## src/rtl/clock_pkg.sv

```systemverilog
// Shared field-select codes, field limits and calendar helpers for the century clock.
package clock_pkg;
    localparam logic [2:0] SEL_SEC   = 3'd0;
    localparam logic [2:0] SEL_MIN   = 3'd1;
    localparam logic [2:0] SEL_HOUR  = 3'd2;
    localparam logic [2:0] SEL_DAY   = 3'd3;
    localparam logic [2:0] SEL_MONTH = 3'd4;
    localparam logic [2:0] SEL_YEAR  = 3'd5;

    localparam logic [6:0] MAX_SEC   = 7'd59;
    localparam logic [6:0] MAX_MIN   = 7'd59;
    localparam logic [6:0] MAX_HOUR  = 7'd23;
    localparam logic [6:0] MAX_MONTH = 7'd12;
    localparam logic [6:0] MAX_YEAR  = 7'd99;

    function automatic logic [6:0] month_len(input logic [6:0] month, input logic leap);
        case (month)
            7'd4, 7'd6, 7'd9, 7'd11: return 7'd30;
            7'd2:                    return leap ? 7'd29 : 7'd28;
            default:                 return 7'd31;
        endcase
    endfunction

    // Year 00 is the only multiple of four whose leap status is configurable.
    function automatic logic is_leap(input logic [6:0] year, input logic leap00);
        return (year[1:0] == 2'b00) && ((year != 7'd0) || leap00);
    endfunction
endpackage

```

## src/rtl/one_sec_prescaler.sv

```systemverilog
// Divides clk down to a one-cycle tick every CLK_PER_SEC cycles while run is high.
module one_sec_prescaler #(
    parameter int CLK_PER_SEC = 50000000
) (
    input  logic clk,
    input  logic rst,
    input  logic run,
    input  logic clear,
    output logic tick
);
    localparam int CNT_W = $clog2(CLK_PER_SEC);
    localparam logic [CNT_W-1:0] LAST = CNT_W'(CLK_PER_SEC - 1);

    logic [CNT_W-1:0] cnt;

    assign tick = run && (cnt == LAST);

    always_ff @(posedge clk) begin
        if (rst || clear)
            cnt <= '0;
        else if (run)
            cnt <= tick ? '0 : cnt + CNT_W'(1);
    end
endmodule

```

## src/rtl/century_time_counter.sv

```systemverilog
// Seconds-to-year-of-century counter with Gregorian month lengths and a single-field set port.
module century_time_counter
    import clock_pkg::*;
#(
    parameter int CLK_PER_SEC = 50000000,
    parameter bit YEAR00_LEAP = 1'b1
) (
    input  logic       clk,
    input  logic       rst,
    input  logic       run,
    input  logic       set_en,
    input  logic [2:0] set_sel,
    input  logic [6:0] set_value,
    output logic       set_err,
    output logic       sec_pulse,
    output logic       century_wrap,
    output logic [6:0] sec,
    output logic [6:0] min,
    output logic [6:0] hour,
    output logic [6:0] day,
    output logic [6:0] month,
    output logic [6:0] year
);
    logic       tick;
    logic       presc_clear;
    logic       leap_cur;
    logic [6:0] len_cur;
    logic [6:0] len_new_month;
    logic [6:0] len_new_year;
    logic       set_ok;

    // A second starts afresh whenever the seconds field is written.
    assign presc_clear = set_en && (set_sel == SEL_SEC) && (set_value <= MAX_SEC);

    one_sec_prescaler #(.CLK_PER_SEC(CLK_PER_SEC)) u_presc (
        .clk   (clk),
        .rst   (rst),
        .run   (run),
        .clear (presc_clear),
        .tick  (tick)
    );

    always_comb begin
        leap_cur      = is_leap(year, YEAR00_LEAP);
        len_cur       = month_len(month, leap_cur);
        len_new_month = month_len(set_value, leap_cur);
        len_new_year  = month_len(month, is_leap(set_value, YEAR00_LEAP));
        set_ok        = 1'b0;
        case (set_sel)
            SEL_SEC:   set_ok = (set_value <= MAX_SEC);
            SEL_MIN:   set_ok = (set_value <= MAX_MIN);
            SEL_HOUR:  set_ok = (set_value <= MAX_HOUR);
            SEL_DAY:   set_ok = (set_value != 7'd0) && (set_value <= len_cur);
            SEL_MONTH: set_ok = (set_value != 7'd0) && (set_value <= MAX_MONTH);
            SEL_YEAR:  set_ok = (set_value <= MAX_YEAR);
            default:   set_ok = 1'b0;
        endcase
    end

    always_ff @(posedge clk) begin
        if (rst) begin
            sec          <= 7'd0;
            min          <= 7'd0;
            hour         <= 7'd0;
            day          <= 7'd1;
            month        <= 7'd1;
            year         <= 7'd0;
            sec_pulse    <= 1'b0;
            century_wrap <= 1'b0;
            set_err      <= 1'b0;
        end else begin
            sec_pulse    <= 1'b0;
            century_wrap <= 1'b0;
            set_err      <= 1'b0;
            // A write always wins over a coincident tick; that second is simply lost.
            if (set_en) begin
                if (set_ok) begin
                    case (set_sel)
                        SEL_SEC:  sec  <= set_value;
                        SEL_MIN:  min  <= set_value;
                        SEL_HOUR: hour <= set_value;
                        SEL_DAY:  day  <= set_value;
                        SEL_MONTH: begin
                            month <= set_value;
                            if (day > len_new_month) day <= len_new_month;
                        end
                        SEL_YEAR: begin
                            year <= set_value;
                            if (day > len_new_year) day <= len_new_year;
                        end
                        default: ;
                    endcase
                end else if (set_sel <= SEL_YEAR) begin
                    set_err <= 1'b1;
                end
            end else if (tick) begin
                sec_pulse <= 1'b1;
                if (sec < MAX_SEC) begin
                    sec <= sec + 7'd1;
                end else begin
                    sec <= 7'd0;
                    if (min < MAX_MIN) begin
                        min <= min + 7'd1;
                    end else begin
                        min <= 7'd0;
                        if (hour < MAX_HOUR) begin
                            hour <= hour + 7'd1;
                        end else begin
                            hour <= 7'd0;
                            if (day < len_cur) begin
                                day <= day + 7'd1;
                            end else begin
                                day <= 7'd1;
                                if (month < MAX_MONTH) begin
                                    month <= month + 7'd1;
                                end else begin
                                    month <= 7'd1;
                                    if (year < MAX_YEAR) begin
                                        year <= year + 7'd1;
                                    end else begin
                                        year         <= 7'd0;
                                        century_wrap <= 1'b1;
                                    end
                                end
                            end
                        end
                    end
                end
            end
        end
    end
endmodule

```

## config.mk

```make
export PLATFORM = sky130hd
export DESIGN_NAME = century_time_counter
export DESIGN_NICKNAME = d
export VERILOG_FILES = /design/src/rtl/clock_pkg.sv /design/src/rtl/one_sec_prescaler.sv /design/src/rtl/century_time_counter.sv
export SDC_FILE = /design/constraint.sdc
export NUM_CORES = 1
export LEC_CHECK = 0
export ABC_AREA = 0
export BUFFER_PORTS_ARGS = -buffer_cell sky130_fd_sc_hd__buf_2
export CORE_MARGIN = 4
export CORE_UTILIZATION = 38
export DETAILED_ROUTE_END_ITERATION = 10
export GPL_TIMING_DRIVEN = 0
export PLACE_DENSITY = 0.53
export SYNTH_ARGS = -nofsm -noshare
export SYNTH_HDL_FRONTEND = slang
export SYNTH_HIERARCHICAL = 1
export SYNTH_SLANG_ARGS = --single-unit
```

## constraint.sdc

```tcl
create_clock -name clk -period 6.9 [get_ports clk]
set_input_delay 1.38 -clock clk [delete_from_list [all_inputs] [get_ports clk]]
set_output_delay 1.38 -clock clk [all_outputs]
set_load 0.03 [all_outputs]
```

==> results of run 1 <==
-- kinds of logic after synthesis --
logic type | after synthesis | synth area share
simple gates | 229 | 0.2890
mux | 5 | 0.01164
fa+ha+maj | 17 | 0.04827
xor+xnor | 11 | 0.02186
compound gates | 165 | 0.2604
buf+inv | 45 | 0.04628
flops | 71 | 0.3225
-- worst min path at each step --
stage / slack (ns) / depth (start not counted) / to / startpoint
floorplan: 0.46 / 2 / u_presc/cnt[25] / u_presc/cnt[25]
global placement: 0.48 / 2 / u_presc/cnt[25] / u_presc/cnt[25]
detailed placement: 0.49 / 1 / month[6] / month[6]
CTS: 0.50 / 1 / month[6] / month[6]
global route: 0.52 / 1 / month[6] / month[6]
finish: 0.50 / 1 / month[6] / month[6]
-- area by class of cell --
class / instances / area share
Inverter: 19 / 0.01376
Clock inverter: 5 / 0.01570
Timing Repair Buffer: 55 / 0.05313
Clock buffer: 10 / 0.04612
Tap cell: 143 / 0.03453
Multi-Input combinational cell: 427 / 0.5368
Sequential cell: 71 / 0.2743
Buffer: 26 / 0.02560
-- per-layer routing --
layer	GRT usage	vias to the layer above	part of all wire
met5	0	-	0
met3	0.04386	12	0.061
met1	0.2913	2115	0.47
met4	0.06265	0	0.011
met2	0.3148	127	0.45
li1	-	2170	-
-- state kept, by name, indices dropped and copies added, names as in the netlist, 7 cells and up --
register and cells:
sec 7, month 7, min 7, u_presc/cnt 26
hour 7, day 7, year 7
-- report_power, final --
group | leakage (uW) | switching (uW) | internal [uW]
clock | 0.000155 | 184 | 325
sequential | 0.000573 | 6.03 | 414
combinational | 0.00128 | 62.7 | 29.7
-- per-stage QoR --
step	hold WS [ns]	worst slack, ns
global placement	0.4838	2.594
floorplan	0.4608	3.377
detailed placement	0.4945	2.602
global route	0.5184	2.737
finish	0.5007	2.969
CTS	0.5033	2.945
-- layout by cell type, fill, tap and decap left out, types with 12 or more instances in the layout --
master	count
a21oi_1	39
buf_2	65
clkbuf_1	12
dfxtp_1	71
ha_1	17
inv_1	19
nand2_1	41
nand3_1	29
nor2_1	44
nor2b_1	12
o21ai_0	35
o31ai_1	16
or3_1	14
==> flow_summary_export.csv, run 1 <==
group,metric,value,unit
timing,worstMarginPinSlew,1.081,ns
floorplanning,start_util,0.3876,
timing,fmax,254.4,MHz
cts,clock_sinks,71,
logic_synthesis,syn_nets,574,
floorplanning,core_area,11370,um^2
critical_path,worstSetupStartpoint,"run",
cells_and_area,num-fill-cells,1169,
drt,ant_nets,0,
timing,finClkSkew,0.007218,ns
critical_path,path_delay_family,"simple AND/OR/NAND/NOR gates",
place,numPortBuffers,55,
floorplanning,fp-row-count,39,
floorplanning,io_pins,59,
critical_path,r2r-start,"month[6]",
critical_path,reg2reg_slack,3.43,ns
critical_path,worst-setup-path-type,"in2reg",
pwr,power_leakage,0.002005,uW
critical_path,max_stage_delay,0.53,ns
floorplanning,fp.dieArea,13380,um^2
cts,cts_tree,"yes",
timing,drv_slew,0,
logic_synthesis,syn_inst,543,
logic_synthesis,synth_seq_cells,71,
critical_path,path_max_fanout,9,
logic_synthesis,async_flop_share,0,
drt,drt_iter0_markers,368,
flow_run,drv_cap,0,
grt,grt_overflow,0,
logic_synthesis,synth_most_common_cell,"dfxtp_1",
worst_hold_path,min_path_type,"reg2reg",
drt,wl_per_cell,17.27,um
cts,cts_max_level,3,
grt,grt_pass1_wl,21740,um
cts,cts_max_path_buffers,2,
logic_synthesis,yosysTopAreaCell,"dfxtp_1",
timing,final_hold_viol_count,0,
critical_path,cp-start-kind,"input pin",
logic_synthesis,synth_edf_count,0,
drt,routed_wl,13050,um
cells_and_area,ff_latch_area,1421,um^2
pwr,power.total,1022,uW
logic_synthesis,synth_top_area_share,0.3225,
drt,vias,4424,
critical_path,cp_slowest_cell,"or4_1",
logic_synthesis,synth.top_cells.by_count,"dfxtp_1, nor2_1, nand2_1",
logic_synthesis,synthFlopType,"dfxtp_1",
cells_and_area,syn2layout_area_growth,17.58,%
timing,finalCritPeriodShare,0.5697,
logic_synthesis,yosys-top-cells-area,"dfxtp_1, ha_1, a21oi_1, o21ai_0, nor2_1",
pwr,ir_worst_vdd,0.0001031,V
place,placedInstanceArea,4861,um^2
critical_path,critical_path_arrival,4.16,ns
pwr,powerDensity,197.2,nW/um^2
cts,cts_made_buffers,9,
cells_and_area,drive_gt1_frac,0.1827,
cts,post_cts_buffers,0,
timing,setup_violations,0,
outcome,status,"complete, no violations",
critical_path,cp_common_cell,"buf_2",
critical_path,path_depth,11,
floorplanning,die_height,115.7,um
critical_path,crit_buf_inv,2,
place,gp_congestion,0.8593,
floorplanning,die_x,115.7,um
critical_path,required,7.13,ns
cells_and_area,nets,640,
grt,grt_max_degree,13,
grt,grt_pass1_vias,4168,
cells_and_area,stdcell_count,756,
place,dp_hpwl,9712,um
cells_and_area,utilization,0.4557,
cells_and_area,n_antenna_cell,0,
critical_path,crit_end,"year[1]",
drt,dr.pass1.iters,5,
logic_synthesis,ys_seq_area_frac,0.3225,
critical_path,worstReg2RegEnd,"year[5]",
drt,drt-vias-per-instance,5.852,
cts,clock_latency,0.34,ns
cts,clk_pin_slew,0.05,ns
cts,cts_root_buffer,"clkbuf_16",
logic_synthesis,synth_cell_type_count,75,
logic_synthesis,synth.avg_cell_area,8.116,um^2
drt,drc,0,
critical_path,reg2regPathDepth,12,
cells_and_area,multi_input_area,2781,um^2
timing,rsz0062_at_grt,"false",
timing,period_minus_slack,3.931,ns
critical_path,crit_chain,"buf_2 -> and3_1 -> buf_2 -> nand2_1 -> nor3_1 -> nand2b_1 -> a211oi_2 -> nand3_1 -> a21o_1 -> or4_1 -> o211a_1",
timing,max_slew_margin,0.2605,
place,dp_cells,741,
cts,hold_buffers,0,
grt,grt_antenna_before_repair,0,
grt,grt_usage,0.2056,
timing,fin_tns_setup,0,ns
logic_synthesis,netlist_area,4407,um^2
critical_path,critPathCaptureType,"register",
cts,cts_resized,0,
logic_synthesis,synth_warnings,6,
cells_and_area,fin_area,5181,um^2
No activity file was read; power rests on OpenSTA's default activity.
==> run 2: changes to the inputs <==
Settings changed: ABC_AREA 0 to 1, PLACE_DENSITY 0.53 to 0.54.
Clock period 6.9 ns to 3.3 ns, I/O delays scaled along.
==> run 2 against run 1 <==
Net effect: first-iteration DRC count fell by 19%; hold slack got worse by 0.047 ns; sequential share of layout area fell by 1.3 points; via count rose by 7.3%; final area rose by 4.8%; power rose by 100%; non-clock buffer count fell by 10; clock skew fell by 0.0012 ns; critical path depth rose by 9; die area rose by 5.5%; utilization fell by 0.36 points; critical path type is now reg2reg.
==> flow_summary_export.csv, run 2 <==
group,metric,value,unit
critical_path,worstReg2RegEnd,"year[3]",
cells_and_area,n_antenna_cell,0,
grt,grt_overflow,0,
logic_synthesis,synth_top_area_share,0.3045,
outcome,status,"complete, no violations",
timing,fin_tns_setup,0,ns
critical_path,r2r-start,"month[0]",
floorplanning,fp.dieArea,14120,um^2
drt,top_layer_used,"met5",
logic_synthesis,netlist_area,4668,um^2
logic_synthesis,async_flop_share,0,
cts,cts_root_buffer,"clkbuf_16",
drt,wl_per_cell,13.77,um
cells_and_area,drive_gt1_frac,0.1484,
place,placedInstanceArea,5137,um^2
cts,cts_max_level,3,
logic_synthesis,synth_most_common_cell,"nand2_1",
place,dp_hpwl,10180,um
drt,drc,0,
drt,drt_iter0_markers,299,
cells_and_area,largest_reg_flops,26,
cts,post_cts_buffers,0,
worst_hold_path,min_path_type,"reg2reg",
timing,worstMarginPinSlew,0.6367,ns
worst_hold_path,min_from,"min[6]",
logic_synthesis,synth.top_cells.by_count,"nand2_1, nor2_1, inv_1",
timing,final_hold_viol_count,0,
logic_synthesis,syn_inst,729,
logic_synthesis,synth_cell_type_count,42,
critical_path,reg2reg_slack,0.55,ns
logic_synthesis,syn_nets,760,
flow_run,drv_cap,0,
cts,clock_sinks,71,
cts,cts_max_path_buffers,2,
pwr,powerDensity,385.5,nW/um^2
grt,grt_pass1_wl,21650,um
cts,hold_buffers,0,
floorplanning,start_util,0.3886,
floorplanning,die_x,118.8,um
floorplanning,fp-row-count,40,
logic_synthesis,synth_seq_cells,71,
drt,vias,4748,
timing,setup_violations,0,
logic_synthesis,synthFlopType,"dfxtp_1",
floorplanning,io_pins,59,
logic_synthesis,synth_warnings,6,
grt,grt_usage,0.1878,
logic_synthesis,synth.avg_cell_area,6.404,um^2
drt,met1_length,6516,um
place,numPortBuffers,57,
grt,grt_max_degree,12,
drt,drt-vias-per-instance,5.003,
timing,rsz0062_at_grt,"false",
critical_path,path_depth,20,
floorplanning,die_height,118.8,um
cells_and_area,nets,828,
timing,fmax,364.2,MHz
pwr,power_leakage,0.002562,uW
cells_and_area,syn2layout_area_growth,16.32,%
timing,drv_slew,0,
timing,max_slew_margin,0.5755,
timing,finalCritPeriodShare,0.8319,
drt,dr.pass1.iters,5,
cells_and_area,layout_commonest_cell,"nand2_1",
cells_and_area,mostFrequentLayoutCells,"nand2_1, nor2_1, inv_1, dfxtp_1, buf_2",
critical_path,max_stage_delay,0.48,ns
critical_path,worstSetupStartpoint,"month[0]",
drt,wl_met2,5674,um
critical_path,path_max_fanout,10,
floorplanning,core_area,12010,um^2
cts,cts_tree,"yes",
timing,period_minus_slack,2.745,ns
cells_and_area,top_register,"u_presc/cnt",
cts,cts_made_buffers,9,
cts,clock_latency,0.34,ns
drt,routed_wl,13070,um
critical_path,worst-setup-path-type,"reg2reg",
logic_synthesis,yosys-top-cells-area,"dfxtp_1, nand2_1, nor2_1, inv_1, nand3_1",
cts,clk_pin_slew,0.05,ns
pwr,ir_worst_vdd,0.0004227,V
drt,ant_nets,0,
critical_path,critical_path_arrival,2.98,ns
grt,grt_antenna_before_repair,1,
critical_path,cp_common_cell,"nand2_1",
critical_path,cp-start-kind,"register",
drt,wl_met3,681,um
critical_path,crit_buf_inv,5,
critical_path,required,3.54,ns
logic_synthesis,synth_edf_count,0,
place,gp_congestion,0.8766,
critical_path,reg2regPathDepth,20,
critical_path,critPathCaptureType,"register",
cells_and_area,fin_area,5430,um^2
critical_path,path_delay_family,"simple AND/OR/NAND/NOR gates",
critical_path,crit_end,"year[3]",
logic_synthesis,yosysTopAreaCell,"dfxtp_1",
critical_path,crit_chain,"inv_1 -> ha_1 -> inv_1 -> nor2_1 -> nand2_1 -> inv_1 -> ha_1 -> inv_1 -> o21bai_1 -> nand3_1 -> nand2_1 -> nand2_1 -> nand2_1 -> nand3_2 -> nand2_2 -> nor2_4 -> buf_2 -> nand4_1 -> nand2_1 -> nor2_1",
logic_synthesis,ys_seq_area_frac,0.3045,
cts,cts_resized,0,
critical_path,cp_slowest_cell,"dfxtp_1",
timing,finClkSkew,0.006042,ns
grt,grt_pass1_vias,4415,
-- run 2: cell types whose count changed in the layout (fill, tap and decap cells not counted), sizes merged, moves of 13 or more --
| cell | previous run | this run |
|---|---|---|
| a21oi | 41 | 21 |
| inv | 20 | 102 |
| nand2 | 41 | 200 |
| nand3 | 30 | 50 |
| nor2 | 45 | 116 |
| nor3 | 7 | 21 |
| o31ai | 17 | 2 |
| or3 | 14 | 0 |
| xor2 | 8 | 21 |
-- run 2: worst register-to-register path: stages, from the launching register on --
cell,delay (ns)
dfxtp_1,0.48
inv_1,0.14
ha_1,0.21
inv_1,0.06
nor2_1,0.06
nand2_1,0.08
inv_1,0.07
ha_1,0.29
inv_1,0.06
o21bai_1,0.06
nand3_1,0.06
nand2_1,0.05
nand2_1,0.06
nand2_1,0.07
nand3_2,0.08
nand2_2,0.09
nor2_4,0.21
buf_2,0.28
nand4_1,0.10
nand2_1,0.07
nor2_1,0.05
-- run 2: stage by stage --
step | setup slack (ns) | total power, uW | cells | utilization | hold slack (ns)
CTS | 0.5667 | 2114 | 949 | 0.4521 | 0.4594
floorplan | 0.8019 | 1057 | 729 | - | 0.4779
detailed placement | 0.4228 | 1134 | 933 | 0.4277 | 0.4509
finish | 0.5546 | 2093 | 949 | 0.4521 | 0.4532
global route | 0.2658 | 2180 | 949 | 0.4521 | 0.4914
global placement | 0.4236 | 1131 | 933 | 0.4277 | 0.4414
-- run 2: layer usage --
layer	vias to the layer above	track usage
li1	2471	-
met5	-	0
met3	17	0.04131
met2	124	0.2835
met1	2134	0.2661
met4	2	0.06010
-- run 2: layout make-up --
cell class	count	area, um^2
Buffer	14	81.33
Sequential cell	71	1421
Clock inverter	3	42.54
Tap cell	147	183.9
Fill cell	1267	6581
Inverter	103	386.6
Timing Repair Buffer	57	285.3
Multi-Input combinational cell	541	2779
Clock buffer	13	250.2
-- run 2: worst min-delay path by stage --
stage                endpoint  slack [ns]  depth (start not counted)
6_report               min[6]        0.45                          2
5_1_grt                min[6]        0.49                          2
4_1_cts                min[6]        0.46                          2
3_5_place_dp          hour[5]        0.45                          2
3_3_place_gp          hour[5]        0.44                          2
2_1_floorplan  u_presc/cnt[1]        0.48                          2
-- run 2: cells by family after synthesis --
| family | count (synthesis) | synth area share |
|---|---|---|
| AND/OR/NAND/NOR | 411 | 0.3908 |
| buffers and inverters | 117 | 0.1002 |
| AO/OA/AOI/OAI | 84 | 0.1045 |
| flip-flops | 71 | 0.3045 |
| XOR/XNOR | 29 | 0.05441 |
| adder cells (fa/ha/maj) | 17 | 0.04556 |
-- run 2: report_power, final --
part           total, uW  internal, uW  switching, uW
registers            891           872           18.9
logic                225          66.5            159
clock network        977           605            372
total               2090          1540            549
==> run 3: changes to the inputs <==
Settings changed: PLACE_DENSITY 0.54 to 0.52.
Clock period 3.3 ns to 2.8 ns, I/O delays scaled along.
==> run 3 against run 2 <==
Net effect: combinational power up 21%; global-route usage up 0.74 points; final area up 1.2%; fmax up 7.2%; flip-flop and latch count unchanged; largest cell class unchanged.
==> flow_summary_export.csv, run 3 (synthesis results as in run 2) <==
group,metric,value,unit
critical_path,worst-setup-path-type,"reg2reg",
pwr,intPower,1885,uW
pwr,p_clk_frac,0.482,
critical_path,max_stage_delay,0.36,ns
cells_and_area,layout_commonest_cell,"nand2_1",
drt,vias,4757,
grt,grt_pass1_vias,4368,
pwr,ir_worst_vdd,0.0003998,V
pwr,sequentialPowerShare,0.411,
drt,routed_wl,13400,um
pwr,swShare,0.2620,
critical_path,path_max_fanout,10,
cts,cts_made_buffers,9,
critical_path,path_delay_family,"simple AND/OR/NAND/NOR gates",
pwr,power_leakage,0.002591,uW
grt,grt_usage,0.1952,
timing,fin_tns_setup,0,ns
timing,rsz0062_at_grt,"true",
flow_run,drv_cap,0,
cells_and_area,fin_area,5498,um^2
pwr,p_switching,669.1,uW
timing,worstMarginPinSlew,0.6446,ns
critical_path,required,3.08,ns
timing,finClkSkew,0.004032,ns
drt,ant_nets,0,
cells_and_area,n_antenna_cell,0,
drt,drt-vias-per-instance,4.997,
drt,wl_per_cell,14.07,um
pwr,power.total,2554,uW
floorplanning,core_area,12010,um^2
critical_path,critical_path_arrival,2.84,ns
outcome,status,"complete, no violations",
floorplanning,die_x,118.8,um
cells_and_area,drive_gt1_frac,0.1652,
cells_and_area,top_register,"u_presc/cnt",
grt,grt_max_degree,13,
drt,drt_iter0_markers,393,
cts,clk_pin_slew,0.06,ns
timing,period_minus_slack,2.561,ns
pwr,p_comb_frac,0.106,
critical_path,crit_buf_inv,4,
timing,final_hold_viol_count,0,
cells_and_area,num-fill-cells,1294,
place,gp_congestion,0.9143,
floorplanning,start_util,0.3886,
grt,grt_antenna_before_repair,0,
cts,clock_sinks,71,
cts,clock_latency,0.34,ns
worst_hold_path,min_path_type,"reg2reg",
grt,grt_pass1_wl,22240,um
critical_path,crit_chain,"inv_2 -> ha_1 -> inv_1 -> nor2_1 -> nand3_1 -> nand2_1 -> inv_1 -> ha_1 -> nand2_1 -> nand3_1 -> nand2_1 -> nand2_1 -> nand2_1 -> nand3_2 -> nand2_2 -> nor2_4 -> nand3_2 -> buf_6 -> nand2_1 -> nand2_1 -> nor2_1",
cts,cts_root_buffer,"clkbuf_16",
cells_and_area,multi_input_area,2795,um^2
floorplanning,io_pins,59,
floorplanning,die_height,118.8,um
pwr,powerDensity,464.6,nW/um^2
cells_and_area,mostFrequentLayoutCells,"nand2_1, nor2_1, inv_1, dfxtp_1, buf_2",
cells_and_area,utilization,0.4577,
cells_and_area,nets,831,
cts,cts_max_level,3,
cells_and_area,syn2layout_area_growth,17.77,%
critical_path,cp_common_cell,"nand2_1",
cells_and_area,ff_latch_area,1425,um^2
drt,drc,0,
timing,drv_slew,0,
timing,fmax,390.4,MHz
critical_path,cp-start-kind,"register",
floorplanning,fp.dieArea,14120,um^2
cts,cts_tree,"yes",
place,dp_hpwl,10230,um
timing,max_slew_margin,0.5702,
grt,grt_overflow,0,
cts,hold_buffers,0,
timing,finalCritPeriodShare,0.9148,
floorplanning,fp-row-count,40,
drt,dr.pass1.iters,5,
cts,cts_max_path_buffers,2,
cells_and_area,largest_reg_flops,26,
critical_path,cp_slowest_cell,"dfxtp_2",
place,numPortBuffers,57,
timing,setup_violations,0,
place,placedInstanceArea,5137,um^2
critical_path,critPathCaptureType,"register",
## run 3: final cells by class
cell class	instances	share of cell area
sequential	71	0.2592
clock inverter	6	0.01548
timing repair buffer	60	0.05553
clock buffer	10	0.04165
multi-input combinational	541	0.5084
inverter	103	0.07032
buffer	14	0.01593
tap	147	0.03345
## run 3: worst paths after layout
kind	start	to	slack, ns	cells past startpoint
worst max-delay path	month[0]	year[0]	0.24	21
worst min-delay path	hour[6]	hour[6]	0.46	2
worst max register to register	month[0]	year[0]	0.24	21
worst min register to register	hour[6]	hour[6]	0.46	2
## run 3: per-stage QoR
step | setup WS, ns | hold WS, ns | instances
2_1_floorplan | 0.3019 | 0.4779 | 729
3_3_place_gp | 0.03195 | 0.4407 | 933
3_5_place_dp | 0.02518 | 0.4473 | 933
4_1_cts | 0.03650 | 0.4577 | 949
5_1_grt | -0.01770 | 0.4810 | 952
6_report | 0.2386 | 0.4583 | 952
## run 3: what timing repair did
| action | CTS | global route |
|---|---|---|
| resized for setup | 0 | 13 |
| setup endpoints to repair | 0 | 33 |
| buffers inserted | 0 | 2 |
## run 3: layer usage
metal,up-vias,part of all wire,track usage
met5,-,0,0
met2,119,0.45,0.3002
met3,18,0.052,0.04748
met4,0,0.016,0.06372
met1,2145,0.48,0.2688
li1,2475,-,-
## run 3: power by group through the flow
stage	registers [uW]	clock network, uW	logic, uW
3_3_place_gp	1070	0	263
5_1_grt	1050	1300	303
6_report	1050	1230	272
4_1_cts	1050	1270	267
2_1_floorplan	1100	0	150
3_5_place_dp	1070	0	265
## run 3: worst min-delay path, cell delays in order, from the launching register on
cell,delay (ns)
dfxtp_1,0.32
nand2_1,0.07
nor2_1,0.03
